===== src/rtl/if_id_skid_reg.sv =====
// IF/ID pipeline boundary register.
// Sits between fetch and decode. It holds up to two fetched instructions:
// a main entry that drives the decode-side outputs and a skid entry that
// catches the one instruction fetch may issue after decode stalls.
// A branch flush squashes everything in flight, presents a NOP bubble and
// adds the number of squashed valid instructions to a saturating counter.
//
// Handshake contract (both sides): a transfer happens on a rising clock edge
// exactly when valid and ready are both high in the cycle before that edge.
// A producer holding valid keeps its payload stable until the transfer.
// in_ready depends only on the occupancy state and do_branch, never on
// in_valid, so fetch may compute in_valid from in_ready without a loop.
module if_id_skid_reg #(
    parameter int unsigned XLEN     = 32,
    parameter logic [31:0] NOP_INSN = 32'h0000_0013,
    parameter int unsigned CNT_W    = 16
) (
    input  logic             clk,
    input  logic             reset_n,
    // fetch side
    input  logic             in_valid,
    output logic             in_ready,
    input  logic [XLEN-1:0]  pc_in,
    input  logic [31:0]      instruction_in,
    input  logic [XLEN-1:0]  pc_plus_4_in,
    // flush request from execute
    input  logic             do_branch,
    // decode side
    output logic             out_valid,
    input  logic             out_ready,
    output logic [XLEN-1:0]  pc_out,
    output logic [31:0]      instruction_out,
    output logic [XLEN-1:0]  pc_plus_4_out,
    // squashed-instruction statistics
    output logic [CNT_W-1:0] flush_count,
    // occupancy state for checkers: 0 = EMPTY, 1 = ONE, 2 = FULL
    output logic [1:0]       state_dbg
);

    // Occupancy states. The encoding equals the number of valid entries.
    localparam logic [1:0] ST_EMPTY = 2'd0;
    localparam logic [1:0] ST_ONE   = 2'd1;
    localparam logic [1:0] ST_FULL  = 2'd2;

    typedef struct packed {
        logic [XLEN-1:0] pc;
        logic [31:0]     insn;
        logic [XLEN-1:0] pc_plus_4;
    } entry_t;

    // The bubble is what decode sees whenever there is nothing real to show.
    localparam entry_t BUBBLE = '{pc: '0, insn: NOP_INSN, pc_plus_4: '0};

    logic [1:0] state_q, state_d;
    entry_t     main_q, main_d;
    entry_t     skid_q, skid_d;
    logic       out_valid_q;
    entry_t     in_entry;
    logic       accept;
    logic       consume;

    logic [1:0]     flush_addend;
    logic [CNT_W:0] flush_sum;
    logic [CNT_W-1:0] flush_count_q, flush_count_d;

    assign in_entry = '{pc: pc_in, insn: instruction_in, pc_plus_4: pc_plus_4_in};

    // Handshake qualifiers.
    assign in_ready = (state_q != ST_FULL) && !do_branch;
    assign accept   = in_valid && in_ready;
    assign consume  = out_valid_q && out_ready;

    // Next occupancy state and entry contents; flush overrides everything.
    always_comb begin
        state_d = state_q;
        main_d  = main_q;
        skid_d  = skid_q;
        if (do_branch) begin
            state_d = ST_EMPTY;
            main_d  = BUBBLE;
            skid_d  = BUBBLE;
        end else begin
            case (state_q)
                ST_EMPTY: begin
                    if (accept) begin
                        state_d = ST_ONE;
                        main_d  = in_entry;
                    end
                end
                ST_ONE: begin
                    if (accept && !consume) begin
                        state_d = ST_FULL;
                        skid_d  = in_entry;
                    end else if (!accept && consume) begin
                        state_d = ST_EMPTY;
                        main_d  = BUBBLE;
                    end else if (accept && consume) begin
                        main_d  = in_entry;
                    end
                end
                ST_FULL: begin
                    // in_ready is low here, so only draining can happen.
                    if (consume) begin
                        state_d = ST_ONE;
                        main_d  = skid_q;
                        skid_d  = BUBBLE;
                    end
                end
                default: begin
                    // Unreachable encoding: recover to a clean empty register.
                    state_d = ST_EMPTY;
                    main_d  = BUBBLE;
                    skid_d  = BUBBLE;
                end
            endcase
        end
    end

    // Number of valid entries a flush squashes; a head entry that decode
    // takes in the flush cycle has been delivered, not squashed.
    always_comb begin
        flush_addend = 2'd0;
        if (do_branch) begin
            case (state_q)
                ST_ONE:  flush_addend = consume ? 2'd0 : 2'd1;
                ST_FULL: flush_addend = consume ? 2'd1 : 2'd2;
                default: flush_addend = 2'd0;
            endcase
        end
    end

    // Saturating accumulation of squashed instructions.
    always_comb begin
        flush_sum = {1'b0, flush_count_q} + {{(CNT_W-1){1'b0}}, flush_addend};
        if (flush_sum[CNT_W]) begin
            flush_count_d = '1;
        end else begin
            flush_count_d = flush_sum[CNT_W-1:0];
        end
    end

    // State, entry and counter registers.
    always_ff @(posedge clk or negedge reset_n) begin
        if (!reset_n) begin
            state_q       <= ST_EMPTY;
            out_valid_q   <= 1'b0;
            main_q        <= BUBBLE;
            skid_q        <= BUBBLE;
            flush_count_q <= '0;
        end else begin
            state_q       <= state_d;
            out_valid_q   <= (state_d != ST_EMPTY);
            main_q        <= main_d;
            skid_q        <= skid_d;
            flush_count_q <= flush_count_d;
        end
    end

    assign out_valid       = out_valid_q;
    assign pc_out          = main_q.pc;
    assign instruction_out = main_q.insn;
    assign pc_plus_4_out   = main_q.pc_plus_4;
    assign flush_count     = flush_count_q;
    assign state_dbg       = state_q;

endmodule


===== config.mk =====
export PLATFORM = sky130hd
export DESIGN_NAME = if_id_skid_reg
export DESIGN_NICKNAME = d
export VERILOG_FILES = /design/src/rtl/if_id_skid_reg.sv
export SDC_FILE = /design/constraint.sdc
export NUM_CORES = 1
export LEC_CHECK = 0
export ABC_AREA = 1
export CELL_PAD_IN_SITES_DETAIL_PLACEMENT = 0
export CELL_PAD_IN_SITES_GLOBAL_PLACEMENT = 1
export CORE_AREA = 3 3 174 176
export DETAILED_ROUTE_END_ITERATION = 6
export DIE_AREA = 0 0 177 179
export GPL_TIMING_DRIVEN = 0
export PLACE_DENSITY = 0.87
export SLEW_MARGIN = 20
export SYNTH_ARGS = -nofsm -noshare
export SYNTH_HDL_FRONTEND = slang
export SYNTH_SLANG_ARGS = --single-unit

===== constraint.sdc =====
create_clock -name clk -period 3.4 [get_ports clk]
set_clock_uncertainty 0.2 [all_clocks]
set_input_delay 1.02 -clock clk [delete_from_list [all_inputs] [get_ports clk]]
set_output_delay 1.02 -clock clk [all_outputs]
set_load 0.02 [all_outputs]

==> results.md, run 1 <==
- Outcome: finished clean
- Area of the die: 0.0317 mm²
- Detail Route Antenna Nets: 0
- Num Clock Sinks: about 210
- Hold_buf cts: 0
- Area growth, synth to finish: 34.1%
- Worst Tran Pin Value: 0.571 ns
- Clock Path Buffers: 3
- Initial antenna violation count: 1
- Site Rows: 62
- Power Total: 7.35 mW
- Worst reg2reg endpoint: flush_count[13]
- Largest net degree at the start of global routing: 87
- Layout cell share with drive strength beyond 1: 0.0687
- Most frequent cells in the layout: 618 x nand2_1, 302 x nand3_1, 213 x clkdlybuf4s50_1
- Leakage: 6.62 nW
- Insertion delay to the later sink of the worst-skew pair: 0.52 ns
- Seq/Total Area, Yosys: 0.497
- FMAX: approximately 310 MHz
- DIE HEIGHT: 179 µm
- R2R setup slack: 0.31 ns
- Htree depth: 1
- Min Clock Period, post-route: 3.20 ns
- Syn nets: about 1500
- Slew margin rel.: 0.619
- Setup TNS: 0 ns
- Clock transition at path regs: 0.06 ns
- Slew Limit Fails: 0
- Setup violators final: 0
- Max cap viols: 0
- Routability cong.: 0.838
- Critical R2R Launch: state_dbg[0]
- DR pass1 iterations: 5
- Number of vias per cell: 5.05
- Root Driver: clkbuf_16
- DRC violations left: 0
- Overflow after GRT: 0
- Post-Syn Area: about 0.011 mm²
- Routed len/inst: 16.3 µm
- Synthesis Warnings: 0
- Most common library cell in the layout ignoring fill and taps: nand2_1
- Required time worst endpoint: 3.66 ns
- Final hold vios: 0
- First-pass GRT wire length: 54600 µm
- Max FO, Critical Path: 10
- Port bufs: approximately 220
- RSZ-0062 raised after global routing: false
- Io pins: 217
- CTS tree: done
- DRT Wirelength: 33800 µm
- Floorplan Core Area: 0.0288 mm²
- R2R cell count: 15
- PD cells: 515 mW/mm²
- Distinct cell type count after synthesis: 26
- Endpoint class of the critical path: flop
- DP Wirelength: 24100 µm
- Worst vdd ir: 0.000310 V
- Fill cells: 2853
- Starting DRT DRC Count: 744
- FF+latch count, synth: roughly 210
- Mean Syn Cell Area: 7.48 µm²
- Final net count: ~1800
- Initial Util: 0.370
- Horiz. Die Dim: between 150 and 200 µm
- Arrival time at the worst endpoint: 3.46 ns
- GRT Overall Usage: 0.212
- Total CTS buffers: 26
- Vias: 10500
- Vias in the first global route: 10300
- CP startpoint kind: input port
- Critical path class: input port to flop
- Final Cycle Share: 0.942
- Cells after Synth: between 1000 and 1500
- Hold crit path type: input port to async pin
-- layout make-up --
cell class                 count  area (µm²)  area share
sequential                   211        5290       0.370
multi-input combinational   1079        4760       0.334
timing repair buffer         219        2230       0.156
clock buffer                  40         764      0.0536
buffer                       104         531      0.0372
tap                          384         480      0.0337
clock inverter                 8         118     0.00824
inverter                      27         101     0.00710
antenna                        1        2.50    0.000175
-- flip-flops by register name, indices dropped and copies added, names as in the netlist --
register,cells
pc_out,32
flush_count,16
skid_q,96
pc_plus_4_out,32
out_valid,1
instruction_out,32
state_dbg,2
-- Yosys cell counts, drive strengths merged --
cell type	count	area, µm²
nand2	621	2340
nand3	305	1530
dfrtp	205	5130
o21ai	105	526
buf	64	368
clkbuf	42	158
inv	27	101
nor2	14	65.1
nor3	8	45.0
ha	7	87.6
nand4	7	43.8
dfstp	6	158
xor2	5	43.8
a21oi	4	20.0
or2	2	12.5
fa	1	20.0
-- cell families (layout without fill, tap and decap cells) --
kind of cell,count (synthesis),after routing,synth area share
xor gates and xnor gates,5,5,0.00411
other,0,1,0
buffers and inverters,133,398,0.0589
AOI/OAI and AO/OA,109,109,0.0512
and+or+nand+nor,957,957,0.379
DFF,211,211,0.497
adders and majority gates,8,8,0.0101
-- through the flow --
stage	setup slack (ns)	cell area (µm²)	util	hold WS (ns)	std cells
2_1_floorplan	0.00219	10700	-	0.264	1423
3_3_place_gp	-8.03	13300	0.462	0.257	2023
3_5_place_dp	-1.31	13400	0.464	0.261	2025
4_1_cts	0.0569	14300	0.495	0.202	2072
5_1_grt	0.0498	14300	0.496	0.222	2072
6_report	0.197	14300	0.496	0.205	2073
-- worst max-delay path, stage by stage --
cell	delay (ns)
clkdlybuf4s50_1	0.47
nand2_2	0.11
inv_2	0.12
nand2_1	0.09
a21oi_4	0.17
ha_1	0.18
inv_1	0.06
fa_2	0.39
inv_2	0.11
nand3_2	0.11
nor3_4	0.22
nand3_2	0.11
clkbuf_4	0.21
nand3_1	0.09
-- per-layer routing --
metal  track usage  share of wire  vias to the layer above
met5             0        0.00030                        -
met4        0.0455          0.021                        2
met3        0.0468          0.065                       45
met2         0.346           0.46                      307
met1         0.290           0.46                     4998
li1              -              -                     5121
-- how the worst max path moves through the flow --
stage	start	end	slack, ns	cells after the start
CTS	out_ready	flush_count[13]	0.06	14
floorplan	do_branch	flush_count[13]	0.002	14
global route	out_ready	flush_count[13]	0.05	14
finish	out_ready	flush_count[13]	0.20	14
detailed placement	do_branch	flush_count[13]	-1.31	15
global placement	reset_n	pc_out[4]	-8.03	1
-- power breakdown --
part	internal (mW)	total [mW]	switching, mW	leakage, nW
sequential	2.72	2.85	0.132	2.86
clock	1.77	2.84	1.08	0.430
combinational	0.660	1.66	0.997	3.32
-- timing repair --
action | in CTS | in global routing
endpoints found under the setup margin | 17 | 15
setup buffers | 1 | 0
pin swaps | 1 | 1
cloned | 0 | 0
resized for setup | 8 | 6
(Power assumes the default switching activity.)
==> inputs of run 2 (changes only) <==
--- a/config.mk
+++ b/config.mk
@@ -11,7 +11,6 @@
 export CORE_AREA = 3 3 174 176
 export DETAILED_ROUTE_END_ITERATION = 6
 export DIE_AREA = 0 0 177 179
-export GPL_TIMING_DRIVEN = 0
 export PLACE_DENSITY = 0.87
 export SLEW_MARGIN = 20
 export SYNTH_ARGS = -nofsm -noshare
==> results.md, run 2 (synthesized netlist as in run 1, its figures left out) <==
- CP max stage cell: clkdlybuf4s50_1
- DR pass1 iterations: 5
- Post-Place Cell Area: 0.0133 mm²
- Worst path cell trace: clkdlybuf4s50_1, nor2_4, dlygate4sd2_1
- Final hold vios: 0
- Starting DRT DRC Count: 750
- Worst Tran Pin Value: about 1 ns
- Worst reg2reg endpoint: flush_count[6]
- Final net count: between 1500 and 2000
- R2R cell count: 13
- Max reg flops: 96
- Required time worst endpoint: 2.18 ns
- P_int: 4.94 mW
- Layout cell share with drive strength beyond 1: 0.0661
- Largest net degree at the start of global routing: 101
- First-pass GRT wire length: 51700 µm
- CP Depth: 3
- CTS tree: done
- Io pins: around 220
- Slew Limit Fails: 0
- Logic pwr share: 0.230
- PD cells: 505 mW/mm²
- Clock Path Buffers: 3
- Placement Setup Slack: -0.290 ns
- CP startpoint: do_branch
- Slew margin rel.: 0.316
- Area of the die: 0.0317 mm²
- DRC violations left: 0
- Finished Cell Area: 0.0141 mm²
- Min Clock Period, post-route: 3.25 ns
- Max FO, Critical Path: 3
- Slowest stage delay, CP: 0.52 ns
- Setup TNS: 0 ns
- DP Wirelength: 20000 µm
- Root Driver: clkbuf_16
- Largest delay share family, worst path: buffers and inverters
- Critical R2R Launch: state_dbg[0]
- Most frequent cells in the layout: 618 x nand2_1, 303 x nand3_1, 214 x clkdlybuf4s50_1
- Vias: 10200
- Clk network pwr share: 0.369
- RSZ-0062 raised after global routing: false
- Routability cong.: about 0.78
- Num Clock Sinks: 211
- Fill cells: 2794
- Arrival time at the worst endpoint: 2.03 ns
- Endpoint class of the critical path: primary output
- Worst Setup EP: in_ready
- GRT Overall Usage: 0.198
- Hold_buf cts: 0
- Hold crit path type: input port to async pin
- Leakage: ~6.5 nW
- Routed len/inst: 15.8 µm
- R2R setup slack: roughly 0.45 ns
- Port bufs: 216
- Vias in the first global route: 9798
- Worst hold slack: 0.234 ns
- Area growth, synth to finish: 32.4%
- Initial antenna violation count: 1
- Floorplan Core Area: 0.0288 mm²
- Critical path class: input port to primary output
- Worst setup margin: between 0.1 and 0.15 ns
- Sequential power share: 0.401
- ANT cells: 0
- Outcome: finished clean
- Site Rows: 62
- CP startpoint kind: input port
- Detail Route Antenna Nets: 0
- DIE HEIGHT: 179 µm
- Crit path buffers/inverters: 2
- Worst vdd ir: between 0.0003 and 0.0004 V
- Final Cycle Share: 0.957
- Total CTS buffers: 25
- Sw Pwr: 2.18 mW
- Most common library cell in the layout ignoring fill and taps: nand2_1
- Htree depth: 1
- Insertion delay to the later sink of the worst-skew pair: 0.51 ns
- Horiz. Die Dim: between 150 and 200 µm
- Max cap viols: 0
- Initial Util: 0.370
- Reg with most FFs: skid_q
- Clock transition at path regs: 0.06 ns
- Number of vias per cell: 5.10
- Setup violators final: 0
- DRT Wirelength: 31700 µm
- Overflow after GRT: 0
- FMAX: around 310 MHz
- Sw frac: 0.306
run 2: cell types whose count changed in the layout (fill, tap and decap cells not counted), moves of 3 or more:
cell | before | now
buf_1 | 16 | 0
buf_12 | 0 | 12
buf_2 | 19 | 0
clkbuf_1 | 49 | 3
clkinv_2 | 4 | 9
ha_1 | 7 | 4
ha_4 | 0 | 3
run 2: how the worst min path moves through the flow:
stage	end	startpoint	cells past startpoint	slack, ns
after floorplan	skid_q[32]	skid_q[32]	2	0.26
after global placement	instruction_out[0]	instruction_out[0]	2	0.26
after detailed placement	instruction_out[0]	instruction_out[0]	2	0.26
after CTS	pc_plus_4_out[21]	reset_n	1	0.23
after global routing	pc_plus_4_out[21]	reset_n	1	0.25
final	pc_plus_4_out[21]	reset_n	1	0.23
run 2: area by class of cell:
type | instances | area, µm² | area share
sequential | 211 | 5290 | 0.375
multi-input combinational | 1079 | 4810 | 0.341
timing repair buffer | 256 | 2620 | 0.186
clock buffer | 34 | 719 | 0.0510
tap | 384 | 480 | 0.0341
inverter | 27 | 103 | 0.00728
clock inverter | 11 | 85.1 | 0.00603
run 2: metrics by stage:
step,instances,utilization,power (mW)
after floorplan,1423,-,3.75
after global placement,1957,0.462,4.53
after detailed placement,1957,0.462,4.55
after CTS,2002,0.490,7.21
after global routing,2002,0.490,7.51
final,2002,0.490,7.12
run 2: power groups by stage:
stage                     Clock [mW]  Sequential [mW]  Combinational (mW)
after floorplan                    0             3.07               0.674
after global placement             0             2.89                1.64
after detailed placement           0             2.89                1.65
after CTS                       2.70             2.85                1.66
after global routing            2.81             2.88                1.81
final                           2.63             2.85                1.64
run 2: repair_timing:
action / 4_1_cts / 5_1_grt
endpoints found under the setup margin: 1 / 0
setup buffers: 0 / 0
resized for setup: 1 / 0
hold endpoints to repair: 0 / 0
run 2: worst register-to-register path: cells and delay by family (launching register included):
kind / cells / cell delay, ns
adders and majority gates: 3 / 0.85
buffers and inverters: 4 / 0.58
and+or+nand+nor: 4 / 0.56
DFF: 1 / 0.45
AOI/OAI and AO/OA: 2 / 0.23
run 2: layer usage:
metal / up-vias / global-route usage / routed length, µm
met1: 4861 / 0.277 / 14500
li1: 4982 / - / -
met2: 325 / 0.313 / 14200
met5: - / 0 / 10
met4: 2 / 0.0409 / 462
met3: 31 / 0.0504 / 2560
